==> src/rtl/mem_ctrl_pkg.sv <==
// Shared types and constants for the data-memory sequencer.
// The top-level file mem_access_ctrl.sv has an optional misaligned-access trap, enabled by defining MEM_MISALIGN_TRAP_EN.
package mem_ctrl_pkg;

    localparam int unsigned WORD_W = 32;
    localparam int unsigned HALF_W = 16;
    localparam int unsigned BYTE_W = 8;
    localparam int unsigned OFF_W  = 2;
    localparam int unsigned WAIT_W = 8;

    // Decoder MemNum encodings
    typedef enum logic [1:0] {
        MN_NONE = 2'b00,
        MN_BYTE = 2'b01,
        MN_HALF = 2'b10,
        MN_WORD = 2'b11
    } mem_num_t;

    typedef enum logic [1:0] {
        IDLE = 2'b00,
        RD   = 2'b01,
        WR   = 2'b10,
        DONE = 2'b11
    } state_t;

    // Big-endian lane positions: byte offset 0 sits in bits [31:24]
    localparam logic [4:0] LANE0_LSB   = 5'd24;
    localparam logic [4:0] LANE1_LSB   = 5'd16;
    localparam logic [4:0] LANE2_LSB   = 5'd8;
    localparam logic [4:0] LANE3_LSB   = 5'd0;
    localparam logic [4:0] HALF_HI_LSB = 5'd16;
    localparam logic [4:0] HALF_LO_LSB = 5'd0;

    // Force the byte offset onto the natural boundary of the access size
    function automatic logic [OFF_W-1:0] align_off(input mem_num_t num, input logic [OFF_W-1:0] off);
        logic [OFF_W-1:0] res;
        case (num)
            MN_HALF: res = {off[1], 1'b0};
            MN_WORD: res = 2'b00;
            default: res = off;
        endcase
        return res;
    endfunction

endpackage

==> src/rtl/mem_lane_align.sv <==
// Combinational lane logic: sub-word load extraction/extension and RMW store merge.
module mem_lane_align
    import mem_ctrl_pkg::*;
(
    input  mem_num_t            mem_num,
    input  logic                zero_ext,
    input  logic [OFF_W-1:0]    offset,
    input  logic [WORD_W-1:0]   rword,
    input  logic [WORD_W-1:0]   wdata,
    output logic [WORD_W-1:0]   load_data,
    output logic [WORD_W-1:0]   merge_word
);

    logic [4:0]        byte_lsb;
    logic [4:0]        half_lsb;
    logic [BYTE_W-1:0] sel_byte;
    logic [HALF_W-1:0] sel_half;

    // Select the addressed lane, then extend it or splice the store data into it
    always_comb begin
        byte_lsb   = LANE0_LSB;
        half_lsb   = HALF_HI_LSB;
        load_data  = '0;
        merge_word = rword;

        case (offset)
            2'd0:    byte_lsb = LANE0_LSB;
            2'd1:    byte_lsb = LANE1_LSB;
            2'd2:    byte_lsb = LANE2_LSB;
            default: byte_lsb = LANE3_LSB;
        endcase
        half_lsb = offset[1] ? HALF_LO_LSB : HALF_HI_LSB;

        sel_byte = rword[byte_lsb +: BYTE_W];
        sel_half = rword[half_lsb +: HALF_W];

        case (mem_num)
            MN_BYTE: begin
                load_data = zero_ext ? {{(WORD_W-BYTE_W){1'b0}}, sel_byte}
                                     : {{(WORD_W-BYTE_W){sel_byte[BYTE_W-1]}}, sel_byte};
                merge_word[byte_lsb +: BYTE_W] = wdata[BYTE_W-1:0];
            end
            MN_HALF: begin
                load_data = zero_ext ? {{(WORD_W-HALF_W){1'b0}}, sel_half}
                                     : {{(WORD_W-HALF_W){sel_half[HALF_W-1]}}, sel_half};
                merge_word[half_lsb +: HALF_W] = wdata[HALF_W-1:0];
            end
            MN_WORD: begin
                load_data  = rword;
                merge_word = wdata;
            end
            default: ;
        endcase
    end

endmodule

==> src/rtl/mem_access_ctrl.sv <==
// Multi-cycle data-memory sequencer: word-only req/ack port, sub-word loads, RMW sub-word stores,
// misalignment handling and ack timeout. Define MEM_MISALIGN_TRAP_EN to trap misaligned accesses
// instead of silently aligning them.
module mem_access_ctrl
    import mem_ctrl_pkg::*;
#(
    parameter int unsigned ADDR_W   = 10,
    parameter int unsigned MAX_WAIT = 255
) (
    input  logic                clk_i,
    input  logic                rst_i,
    input  logic                req_i,
    input  logic                MemRead_i,
    input  logic                MemWrite_i,
    input  logic [1:0]          MemNum_i,
    input  logic                UnSigned_i,
    input  logic [WORD_W-1:0]   addr_i,
    input  logic [WORD_W-1:0]   wdata_i,
    output logic [WORD_W-1:0]   rdata_o,
    output logic                stall_o,
    output logic                done_o,
    output logic                err_o,
    output logic                mem_req_o,
    output logic                mem_we_o,
    output logic [ADDR_W-1:0]   mem_addr_o,
    output logic [WORD_W-1:0]   mem_wdata_o,
    input  logic [WORD_W-1:0]   mem_rdata_i,
    input  logic                mem_ack_i
);

    state_t              state;
    state_t              state_nxt;
    mem_num_t            mem_num;
    logic [WAIT_W-1:0]   wait_cnt;
    logic [WAIT_W-1:0]   wait_cnt_nxt;
    logic [WORD_W-1:0]   rdata_nxt;
    logic [WORD_W-1:0]   wdata_nxt;
    logic [ADDR_W-1:0]   addr_nxt;
    logic                err_nxt;
    logic                accept;
    logic                ack;
    logic                timeout;
    logic                misaligned;
    logic [OFF_W-1:0]    eff_off;
    logic [WORD_W-1:0]   load_data;
    logic [WORD_W-1:0]   merge_word;
    logic                unused_addr;

    assign mem_num     = mem_num_t'(MemNum_i);
    assign accept      = (state == IDLE) && req_i && (MemRead_i || MemWrite_i);
    assign ack         = mem_ack_i && mem_req_o;
    assign timeout     = (wait_cnt == WAIT_W'(MAX_WAIT - 1));
    assign eff_off     = align_off(mem_num, addr_i[OFF_W-1:0]);
    assign unused_addr = ^addr_i[WORD_W-1:ADDR_W+2];

`ifdef MEM_MISALIGN_TRAP_EN
    assign misaligned = ((mem_num == MN_HALF) && addr_i[0]) ||
                        ((mem_num == MN_WORD) && (addr_i[1:0] != 2'b00));
`else
    assign misaligned = 1'b0;
`endif

    // Pipeline freeze: from the cycle a request is presented until the access completes
    assign stall_o = accept || (state == RD) || (state == WR);

    mem_lane_align u_lane_align (
        .mem_num    (mem_num),
        .zero_ext   (UnSigned_i),
        .offset     (eff_off),
        .rword      (mem_rdata_i),
        .wdata      (wdata_i),
        .load_data  (load_data),
        .merge_word (merge_word)
    );

    // State register
    always_ff @(posedge clk_i or negedge rst_i) begin
        if (!rst_i) state <= IDLE;
        else        state <= state_nxt;
    end

    // Next-state decision; stores always win over loads
    always_comb begin
        state_nxt = state;
        case (state)
            IDLE: begin
                if (accept) begin
                    if ((mem_num == MN_NONE) || misaligned)      state_nxt = DONE;
                    else if (MemWrite_i && (mem_num == MN_WORD)) state_nxt = WR;
                    else                                         state_nxt = RD;
                end
            end
            RD: begin
                if (ack)          state_nxt = MemWrite_i ? WR : DONE;
                else if (timeout) state_nxt = DONE;
            end
            WR: begin
                if (ack || timeout) state_nxt = DONE;
            end
            default: state_nxt = IDLE;
        endcase
    end

    // Next values for the registered data-path outputs and wait counter
    always_comb begin
        err_nxt      = 1'b0;
        rdata_nxt    = rdata_o;
        wdata_nxt    = mem_wdata_o;
        addr_nxt     = mem_addr_o;
        wait_cnt_nxt = wait_cnt;
        case (state)
            IDLE: begin
                if (accept) begin
                    addr_nxt     = addr_i[ADDR_W+1:2];
                    wait_cnt_nxt = '0;
                    if ((mem_num == MN_NONE) || misaligned) begin
                        err_nxt   = misaligned;
                        rdata_nxt = '0;
                    end else if (MemWrite_i && (mem_num == MN_WORD)) begin
                        wdata_nxt = wdata_i;
                    end
                end
            end
            RD: begin
                if (ack) begin
                    if (MemWrite_i) begin
                        wdata_nxt    = merge_word;
                        wait_cnt_nxt = '0;
                    end else begin
                        rdata_nxt = load_data;
                    end
                end else if (timeout) begin
                    err_nxt   = 1'b1;
                    rdata_nxt = '0;
                end else begin
                    wait_cnt_nxt = wait_cnt + WAIT_W'(1);
                end
            end
            WR: begin
                if (!ack) begin
                    if (timeout) err_nxt = 1'b1;
                    else         wait_cnt_nxt = wait_cnt + WAIT_W'(1);
                end
            end
            default: ;
        endcase
    end

    // Output and counter registers
    always_ff @(posedge clk_i or negedge rst_i) begin
        if (!rst_i) begin
            mem_req_o   <= 1'b0;
            mem_we_o    <= 1'b0;
            done_o      <= 1'b0;
            err_o       <= 1'b0;
            rdata_o     <= '0;
            mem_addr_o  <= '0;
            mem_wdata_o <= '0;
            wait_cnt    <= '0;
        end else begin
            mem_req_o   <= (state_nxt == RD) || (state_nxt == WR);
            mem_we_o    <= (state_nxt == WR);
            done_o      <= (state_nxt == DONE);
            err_o       <= err_nxt;
            rdata_o     <= rdata_nxt;
            mem_addr_o  <= addr_nxt;
            mem_wdata_o <= wdata_nxt;
            wait_cnt    <= wait_cnt_nxt;
        end
    end

endmodule
==> config.mk <==
export PLATFORM = sky130hd
export DESIGN_NAME = mem_access_ctrl
export DESIGN_NICKNAME = d
export VERILOG_FILES = /design/src/rtl/mem_ctrl_pkg.sv /design/src/rtl/mem_lane_align.sv /design/src/rtl/mem_access_ctrl.sv
export SDC_FILE = /design/constraint.sdc
export NUM_CORES = 1
export LEC_CHECK = 0
export BUFFER_PORTS_ARGS = -buffer_cell sky130_fd_sc_hd__buf_2
export CORE_UTILIZATION = 54
export CTS_BUF_LIST = sky130_fd_sc_hd__clkbuf_16
export CTS_CLUSTER_SIZE = 8
export DETAILED_ROUTE_END_ITERATION = 8
export GPL_TIMING_DRIVEN = 0
export PLACE_DENSITY = 0.86
export REMOVE_ABC_BUFFERS = 1
export SYNTH_ARGS = -nofsm -noshare
export SYNTH_HDL_FRONTEND = slang
export SYNTH_SLANG_ARGS = --single-unit
==> constraint.sdc <==
create_clock -name clk_i -period 6.26 [get_ports clk_i]
set_clock_uncertainty 0.1 [all_clocks]
set_input_delay 0.313 -clock clk_i [delete_from_list [all_inputs] [get_ports clk_i]]
set_output_delay 0.313 -clock clk_i [all_outputs]
set_load 0.02 [all_outputs]
==> After elaboration in Yosys (flattened, before gate mapping) <==
Index checks and enable logic that the tools add are counted.
{ "word_totals": {"regBits": 88, "wordCells": 96, "input_bits": 105} }
{ "classes": {"n_shift": 6, "addsub": 3, "n_reduce_logical": 19, "n_mux": 38, "eq_ne": 21} }
{ "op_table": {"columns": ["op", "count"], "rows": [
  ["two-way mux 32 bit", 12],
  ["one-hot mux 32 bit (3 select lines)", 2],
  ["one-hot mux 32 bit (2 select lines)", 2],
  ["bitwise mux 32 bit", 2],
  ["two-way mux 8 bit", 5],
  ["variable shift 16 x 7 -> 32 bit (first input constant)", 1],
  ["variable shift 8 x 7 -> 32 bit (first input constant)", 1],
  ["indexed part select 16 x 7 -> 32 bit", 1],
  ["indexed part select 32 x 6 -> 16 bit", 1],
  ["indexed part select 32 x 6 -> 8 bit", 1],
  ["indexed part select 8 x 7 -> 32 bit", 1],
  ["one-hot mux 8 bit (3 select lines)", 1],
  ["one-hot mux 5 bit (3 select lines)", 1],
  ["negator 5 -> 7 bit", 2],
  ["== test 2 bit (second input constant)", 6],
  ["two-way mux 2 bit", 6],
  ["inequality test 2 bit (second input constant)", 5],
  ["inequality test 3 bit (second input constant)", 3],
  ["adder 8 x 1 -> 8 bit (second input constant)", 1],
  ["== test 2 x 1 -> 1 bit (second input constant)", 4],
  ["== test 8 bit (second input constant)", 1],
  ["logical NOT 2 bit", 3],
  ["one-hot mux 2 bit (3 select lines)", 1],
  ["AND reduction 6 bit", 1],
  ["12 further kinds", 23]
]} }

==> Logic depth before layout (Yosys ltp) <==
Gate-level depths: netlist (run 1).
{ "depth": {"word_depth": 11, "depth_mapped": 12, "mapped_depth_nobuf": 9} }

==> By module <==
From an unflattened synthesis (run 1), not the netlist that was laid out.
{ "hier_totals": {"hier_cells": 631, "hier_area_um2": 5992.0} }
{ "by_module_without_submodules": {"columns": ["mod", "seq_area_each_um2", "cells_each", "instances", "area_each_um2"], "rows": [
  ["mem_access_ctrl", 2202.1, 323, 1, 4075.2],
  ["mem_lane_align", 0.0, 308, 1, 1916.8]
]} }

==> Worst setup path after synthesis (run 1) <==
OpenSTA, ideal clock, no wires.
{ "synth_timing": {"kind": "input to register", "start": "in addr_i[1]", "end": "reg mem_wdata_o[31]", "path_slack_ns": 3.846, "setup_ns": 0.126, "stages": 11, "t_required_ns": 6.034, "n_path_buf": 4, "t_arrival_ns": 2.188, "path_cell_list": "buf_2 buf_6 buf_2 and2_1 ha_1 nor4b_1 and2_1 buf_2 a32o_1 a221oi_1 nor2_1"} }
{ "synth_between": {"elab_chain_cells": 10, "elab_cells_between_ends": 18} }
{ "synth_rtl": {"columns": ["item", "line", "rtl"], "rows": [
  ["from (decl)", "mem_access_ctrl.sv:17", "input logic [WORD_W-1:0] addr_i,"],
  ["one-hot mux 2 bit (2 select lines) *", "mem_ctrl_pkg.sv:37", "case (num)"],
  ["== test 2 bit, or another cell as far along", "mem_lane_align.sv:26", "case (offset)"],
  ["one-hot mux 5 bit (3 select lines)", "mem_lane_align.sv:26", null],
  ["negator 5 -> 7 bit", "mem_lane_align.sv:41", "merge_word[byte_lsb +: BYTE_W] = wdata[BYTE_W-1:0];"],
  ["indexed part select 8 x 7 -> 32 bit / variable shift 8 x 7 -> 32 bit (equally long branches)", "mem_lane_align.sv:41", null],
  ["bitwise mux 32 bit", "mem_lane_align.sv:41", null],
  ["one-hot mux 32 bit (3 select lines) *", "mem_lane_align.sv:37", "case (mem_num)"],
  ["two-way mux 32 bit *", "mem_access_ctrl.sv:126", "if (MemWrite_i) begin"],
  ["two-way mux 32 bit *", "mem_access_ctrl.sv:125", "if (ack) begin"],
  ["one-hot mux 32 bit (2 select lines) *", "mem_access_ctrl.sv:111", "case (state)"],
  ["to (signal assigned)", "mem_access_ctrl.sv:167", "mem_wdata_o <= wdata_nxt;"],
  ["to (decl)", "mem_access_ctrl.sv:26", "output logic [WORD_W-1:0] mem_wdata_o,"]
]} }
Mark *: on every way between the ends. The rest lies on a longest branch, timed or not. The select of a mux whose other input is x is not followed.
A chain may end at the register's enable or synchronous reset.

==> Worst setup path in the final report (run 1) <==
{ "layout_timing": {"start": "reg state[1]", "end": "reg mem_wdata_o[6]"} }
{ "layout_between": {"elab_chain_cells": 5, "elab_cells_between_ends": 12} }
{ "layout_rtl": {"columns": ["item", "line", "rtl"], "rows": [
  ["from (decl)", "mem_access_ctrl.sv:31", "state_t state;"],
  ["from (signal assigned)", "mem_access_ctrl.sv:79", "else state <= state_nxt;"],
  ["logical NOT 2 bit", "mem_access_ctrl.sv:50, mem_access_ctrl.sv:111", null],
  ["logical AND 1 bit (2 in a row)", "mem_access_ctrl.sv:50", "assign accept = (state == IDLE) && req_i && (MemRead_i || MemWrite_i);"],
  ["inequality test 2 bit (no line)", null, null],
  ["AND reduction 6 bit (no line)", null, null]
]} }
Several ways; a longest one is shown, not always the timed one.

==> results of run 1 <==
-- registers in the layout (all words and copies together), names as in the netlist, 2 cells and up --
| signal | flops |
|---|---|
| wait_cnt | 8 |
| mem_wdata_o | 32 |
| rdata_o | 32 |
| state | 2 |
| mem_addr_o | 10 |
-- path summary, 6_finish.rpt --
check / start / end / slack [ns] / cells after the start
max: state[1] / mem_wdata_o[6] / 2.34 / 7
min: addr_i[10] / mem_addr_o[8] / 0.1 / 2
max reg2reg: state[1] / mem_wdata_o[6] / 2.34 / 7
min reg2reg: mem_wdata_o[11] / mem_wdata_o[11] / 0.37 / 2
max in group asynchronous: rst_i / rdata_o[2] / 5.03 / 3
min in group asynchronous: rst_i / mem_wdata_o[7] / 0.41 / 2
-- stage by stage --
stage / worst slack, ns / cells / util / hold slack [ns] / instance area, sq um
after floorplan: 3.204 / 512 / - / -0.08259 / 4950
after global placement: 2.249 / 804 / 0.6414 / 0.3573 / 5927
after detailed placement: 2.035 / 806 / 0.6477 / 0.2425 / 5984
after CTS: 2.028 / 821 / 0.6787 / 0.09909 / 6271
after global routing: 2.106 / 823 / 0.6800 / 0.09761 / 6284
final: 2.344 / 823 / 0.6800 / 0.09699 / 6284
-- cell usage in the layout (no fill, tap or decap), types with 2 or more instances in the layout --
cell type / instances
a21oi_1: 52
a221oi_1: 13
a222oi_1: 21
a22o_1: 8
a31oi_1: 3
a32o_1: 3
and2_1: 3
and3_1: 3
buf_2: 163
clkbuf_16: 9
clkinv_2: 2
dfrtp_1: 88
ha_1: 12
inv_1: 13
mux2_2: 27
mux2i_1: 6
nand2_1: 76
nand2b_1: 6
nand3_1: 7
nand4_1: 4
nor2_1: 44
nor2b_1: 3
nor3b_1: 2
o211ai_1: 16
o21a_1: 2
o21ai_0: 29
o21ai_1: 19
o21ai_2: 2
o22ai_1: 2
o31ai_1: 8
o31ai_2: 8
or2_1: 3
or3_1: 6
-- logic make-up (layout without fill, tap and decap cells) --
kind of cell | Yosys count | in the layout | synth area share
muxes | 33 | 33 | 0.07043
other | 0 | 1 | 0
adders and majority gates | 12 | 12 | 0.02904
DFF | 88 | 88 | 0.4259
buffers and inverters | 54 | 193 | 0.05130
and+or+nand+nor | 166 | 166 | 0.1464
AOI/OAI and AO/OA | 201 | 201 | 0.2769
-- power groups by stage --
stage	logic, mW	clock network [mW]	registers [mW]
2_1_floorplan	0.483	0	1.03
3_3_place_gp	1.01	0	0.837
3_5_place_dp	1.06	0	0.848
4_1_cts	1.07	0.521	0.839
5_1_grt	1.17	0.545	0.857
6_report	1.08	0.517	0.839
-- layout make-up --
class / instances / area [sq um] / area share
clock buffers: 9 / 225.2 / 0.03584
inverters: 12 / 45.04 / 0.007168
flip-flops and latches: 88 / 2202 / 0.3505
clock inverters: 5 / 51.30 / 0.008164
repair buffers: 167 / 880.8 / 0.1402
multi-input cells: 412 / 2715 / 0.4321
well taps: 129 / 161.4 / 0.02569
diodes: 1 / 2.502 / 0.0003982
-- worst max-delay path: stages (launching register included) --
cell	delay, ns
dfrtp_1	0.44
inv_1	0.13
ha_1	0.88
inv_1	0.56
o22ai_1	0.38
nand3_2	0.64
a221oi_1	0.57
nor2_1	0.07
-- layer usage --
layer  track usage  up-vias
li1              -     2332
met1        0.4315     2514
met2        0.4960      370
met3       0.07660       57
met4        0.1629        0
met5             0        -
-- timing repair --
item                       4_1_cts  5_1_grt
setup endpoints to repair        0        0
hold endpoints to repair        41        0
hold buffers                     1        0
==> run metrics, run 1 <==
most area-hungry cell type in the Yosys netlist=dfrtp_1; clock power share=0.212; fin. max-slew vios=0; setup TNS=0 ns; internal power=~1.4 mW; die span in y=99.85 um; post-route clock period utilization=0.6256; Post-DRT Antenna Nets=0; Max Cap Viol=0; first-pass GRT wire length=~25,000 um; final hold vios=0; Area Growth Syn to Fin=21.54%; critical path class=reg -> reg; DP HPWL=11,680 um; top-count cell post-synth=dfrtp_1; Post-synth top cells=dfrtp_1, nand2_1, a21oi_1; antenna violations before repair=1; CTS tree=done; Max VDD drop=roughly 250 uV; Starting Density=0.5595; Remaining Overflow, GRT=0; Clock Path Buffers=2; number of global-route vias before repair=between 4,000 and 5,000; WL met2=approximately 7600 um; critical-path maximum fanout=40; CP endpoint kind=flop; P_leak=between 2 and 3 nW; Placer Congestion=~0.93; clock-pin transition on the worst setup and hold timing paths=around 0.070 ns; vias=between 5,000 and 6,000; register share of total power=0.344; WL per Instance=~20 um; worst-skew pair later-pin latency=between 0.3 and 0.4 ns; Pre-antenna DRT Iters=9; GRT Total Usage=0.3234; CTS HTree Levels=3; Synth Flop Type=dfrtp_1; drt drc=16; Yosys top cell area share=0.4259; Pwr Density=a little under 400 nW/um^2; Fillers=roughly 740; Unique masters post-synth=58; Clock Root Buffer=clkbuf_16; Tmin final=around 3.9 ns; Final setup viols=0; Mapped Area=5170 sq um; row count=35; fin nets=807; worst hold path type=in -> reg; worst-margin pin slew=between 1 and 1.5 ns; I/O Pins=between 150 and 200; layout cells sized above 1=0.3276; Synth area leaders=dfrtp_1, mux2_2, nand2_1, a21oi_1, a222oi_1; Gate Count Post-Synth=554; die width=~100 um; Switch Pwr=between 1 and 1.5 mW; Startpoint Class=flop; Post-CTS Setup Inserts=0; drt total wl=approximately 16,000 um; I/O Buffers=~160; largest net degree at the start of global routing=48; Max-Slew Margin vs Limit=0.2404; number of synthesized flops with an enable pin=0; share of async-settable or async-resettable flops after synthesis=1.000; status=complete, but fails checks; violated checks=design-rule violations; crit path DAT=a little over 4 ns; register area share after synthesis=0.4259; post_cts resized=0; DR WL met3=1738 um; sw frac=0.4221; top layer used by detailed routing=met4; wl on met1=approximately 6300 um; fmax=255.4 MHz; core area=9240 sq um; warnings from Yosys=0; clock sink total=88; data required time of the worst path=approximately 6.4 ns; Syn Area/Cell=9.332 sq um; Power, Total=between 2 and 2.5 mW; Num CTS Buffers=9; DIE AREA=approximately 10000 sq um; Yosys reg bits=between 80 and 90; combinational share of power=0.444; Via-to-Cell Ratio=6.407; RSZ-0062 raised after global routing=no; Starting DRT DRC Count=700
(Power assumes the default switching activity.)
==> inputs of run 2 (changes only) <==
--- a/config.mk
+++ b/config.mk
@@ -6,12 +6,12 @@
 export NUM_CORES = 1
 export LEC_CHECK = 0
 export BUFFER_PORTS_ARGS = -buffer_cell sky130_fd_sc_hd__buf_2
-export CORE_UTILIZATION = 54
+export CORE_UTILIZATION = 46
 export CTS_BUF_LIST = sky130_fd_sc_hd__clkbuf_16
 export CTS_CLUSTER_SIZE = 8
 export DETAILED_ROUTE_END_ITERATION = 8
 export GPL_TIMING_DRIVEN = 0
-export PLACE_DENSITY = 0.86
+export PLACE_DENSITY = 0.78
 export REMOVE_ABC_BUFFERS = 1
 export SYNTH_ARGS = -nofsm -noshare
 export SYNTH_HDL_FRONTEND = slang
==> constraint.sdc (replaced) <==
create_clock -name clk_i -period 3.3 [get_ports clk_i]
set_clock_uncertainty 0.1 [all_clocks]
set_input_delay 0.165 -clock clk_i [delete_from_list [all_inputs] [get_ports clk_i]]
set_output_delay 0.165 -clock clk_i [all_outputs]
set_load 0.02 [all_outputs]
==> run 2 against run 1 <==
Against the previous run:
- combinational power increased by 92%
- the flow now finishes without violations
- sequential share of layout area decreased by 0.83 points
- fmax increased by 31%
- largest power group unchanged
- critical path type unchanged
- cell count increased by 2.7%
- non-clock buffer count increased by 11
- cell area increased by 2.4%
- critical endpoint is now rdata_o[24]
- global-route usage decreased by 3.6 points
- worst hold slack got worse by 0.089 ns
- wire length increased by 3.1%
- die area increased by 17%
==> run metrics, run 2 (synthesized netlist as in run 1, its figures left out) <==
status=completed (was complete, but fails checks); Via-to-Cell Ratio=6.220 (was 6.407); GRT Total Usage=0.2878 (was 0.3234); DIE AREA=11,670 sq um (was 9969 sq um); layout cells sized above 1=0.3253 (was 0.3276); worst-skew pair later-pin latency=0.34 ns (was 0.35 ns); Max Cap Viol=0 (unchanged); R2R cell count=6 (was 7); drt total wl=16,730 um (was 16,240 um); FF-to-FF setup slack=0.31 ns (was 2.34 ns); worst hold path type=in -> reg (unchanged); critical path endpoint=rdata_o[24] (was mem_wdata_o[6]); crit path DAT=3.14 ns (was 4.03 ns); fin. max-slew vios=0 (unchanged); Largest regs=mem_wdata_o: 32 flops, rdata_o: 32 flops, mem_addr_o: 10 flops (unchanged); fin nets=818 (was 807); die width=108.0 um (was 99.85 um); P_leak=2.981 nW (was 2.932 nW); Starting DRT DRC Count=744 (was 700); commonest non-fill, non-tap cell in the layout=buf_2 (unchanged); Clock Root Buffer=clkbuf_16 (unchanged); area post-placement=6006 sq um (was 5984 sq um); die span in y=108.0 um (was 99.85 um); CTS HTree Levels=3 (unchanged); top layer used by detailed routing=met4 (unchanged); core area=10,890 sq um (was 9240 sq um); post-layout util=0.5911 (was 0.6800); Max VDD drop=305.4 uV (was 253.9 uV); Hold Slack=0.007779 ns (was 0.09699 ns); clock-pin transition on the worst setup and hold timing paths=0.06 ns (was 0.07 ns); Pre-antenna DRT Iters=8 (was 9); wl on met1=6750 um (was 6271 um); Max-Slew Margin vs Limit=0.2234 (was 0.2404); worst-margin pin slew=1.157 ns (was 1.132 ns); Clock Path Buffers=2 (unchanged); number of global-route vias before repair=4,905 (was 4,799); Tmin final=2.992 ns (was 3.916 ns); Post-DRT Antenna Nets=0 (unchanged); CTS tree=done (unchanged); fmax=334.3 MHz (was 255.4 MHz); vias=5,256 (was 5,273); Final WS setup=0.3085 ns (was 2.344 ns); setup TNS=0 ns (unchanged); Final setup viols=0 (unchanged); I/O Buffers=163 (unchanged); critical path class=reg -> reg (unchanged); WL met2=7688 um (was 7616 um); critical-path maximum fanout=28 (was 40); post-route clock period utilization=0.9065 (was 0.6256); RSZ-0062 raised after global routing=no (unchanged); Pwr Density=722.9 nW/um^2 (was 388.4 nW/um^2); clock sink total=88 (unchanged); Design Area, Final=6436 sq um (was 6284 sq um); row count=38 (was 35); data required time of the worst path=3.45 ns (was 6.38 ns); Starting Density=0.4748 (was 0.5595); WL per Instance=19.80 um (was 19.73 um); I/O Pins=184 (unchanged); antenna violations before repair=1 (unchanged); first-pass GRT wire length=25,550 um (was 24,760 um); crit path launch=state[1] (unchanged); RR Endpoint=rdata_o[24] (was mem_wdata_o[6]); Remaining Overflow, GRT=0 (unchanged); DP HPWL=11,910 um (was 11,680 um); drt drc=0 (was 16); RR Startpoint=state[1] (unchanged); largest net degree at the start of global routing=52 (was 48); Setup WS pre-CTS=-0.9217 ns (was 2.035 ns); CP endpoint kind=flop (unchanged); most frequent cells in the layout=buf_2, dfrtp_1, nand2_1 (unchanged); Startpoint Class=flop (unchanged); Placer Congestion=0.9175 (was 0.9254); Num CTS Buffers=9 (unchanged); Area Growth Syn to Fin=24.49% (was 21.54%); final hold vios=0 (unchanged); Fillers=943 (was 735); DR WL met3=1634 um (was 1738 um)
-- run 2: worst min-delay path by stage --
stage	startpoint	endpoint	slack [ns]	cells past startpoint
6_report	wdata_i[21]	mem_wdata_o[21]	0.008	3
5_1_grt	wdata_i[21]	mem_wdata_o[21]	0.02	3
4_1_cts	wdata_i[31]	mem_wdata_o[31]	0.008	3
3_5_place_dp	rst_i	mem_wdata_o[7]	0.08	1
3_3_place_gp	addr_i[2]	mem_addr_o[0]	0.30	2
2_1_floorplan	rst_i	done_o	-0.23	0
-- run 2: metal layers --
metal,global-route usage,vias to the layer above
li1,-,2363
met1,0.3871,2518
met2,0.4395,324
met3,0.05606,51
met4,0.1507,0
met5,0,-
-- run 2: power breakdown --
group | switching (mW) | internal, mW
logic | 1.35 | 0.725
clock network | 0.413 | 0.573
registers | 0.195 | 1.40
-- run 2: what timing repair did --
| item | 4_1_cts | 5_1_grt |
|---|---|---|
| hold buffers | 12 | 0 |
| resized for setup | 2 | 3 |
| hold endpoints to repair | 48 | 0 |
| endpoints found under the setup margin | 58 | 48 |
| buffers inserted | 0 | 0 |
-- run 2: critical path: stages (launching register included) --
cell and delay [ns]:
dfrtp_1 0.43, inv_1 0.15, ha_4 0.36, nand4_1 0.83, nor2_1 0.28, o21ai_1 0.43
o21ai_0 0.31
-- run 2: per-stage QoR --
| step | instances | total power, mW |
|---|---|---|
| after floorplan | 512 | 2.867 |
| after global placement | 815 | 3.518 |
| after detailed placement | 817 | 3.624 |
| after CTS | 843 | 4.615 |
| after global routing | 845 | 4.909 |
| final | 845 | 4.653 |
-- run 2: layout make-up --
cell class / instances / area [sq um] / share of cell area
multi-input cells: 412 / 2736 / 0.4252
flip-flops and latches: 88 / 2202 / 0.3421
repair buffers: 178 / 998.5 / 0.1551
clock buffers: 9 / 225.2 / 0.03499
well taps: 140 / 175.2 / 0.02722
clock inverters: 5 / 51.30 / 0.007970
inverters: 12 / 45.04 / 0.006998
diodes: 1 / 2.502 / 0.0003888
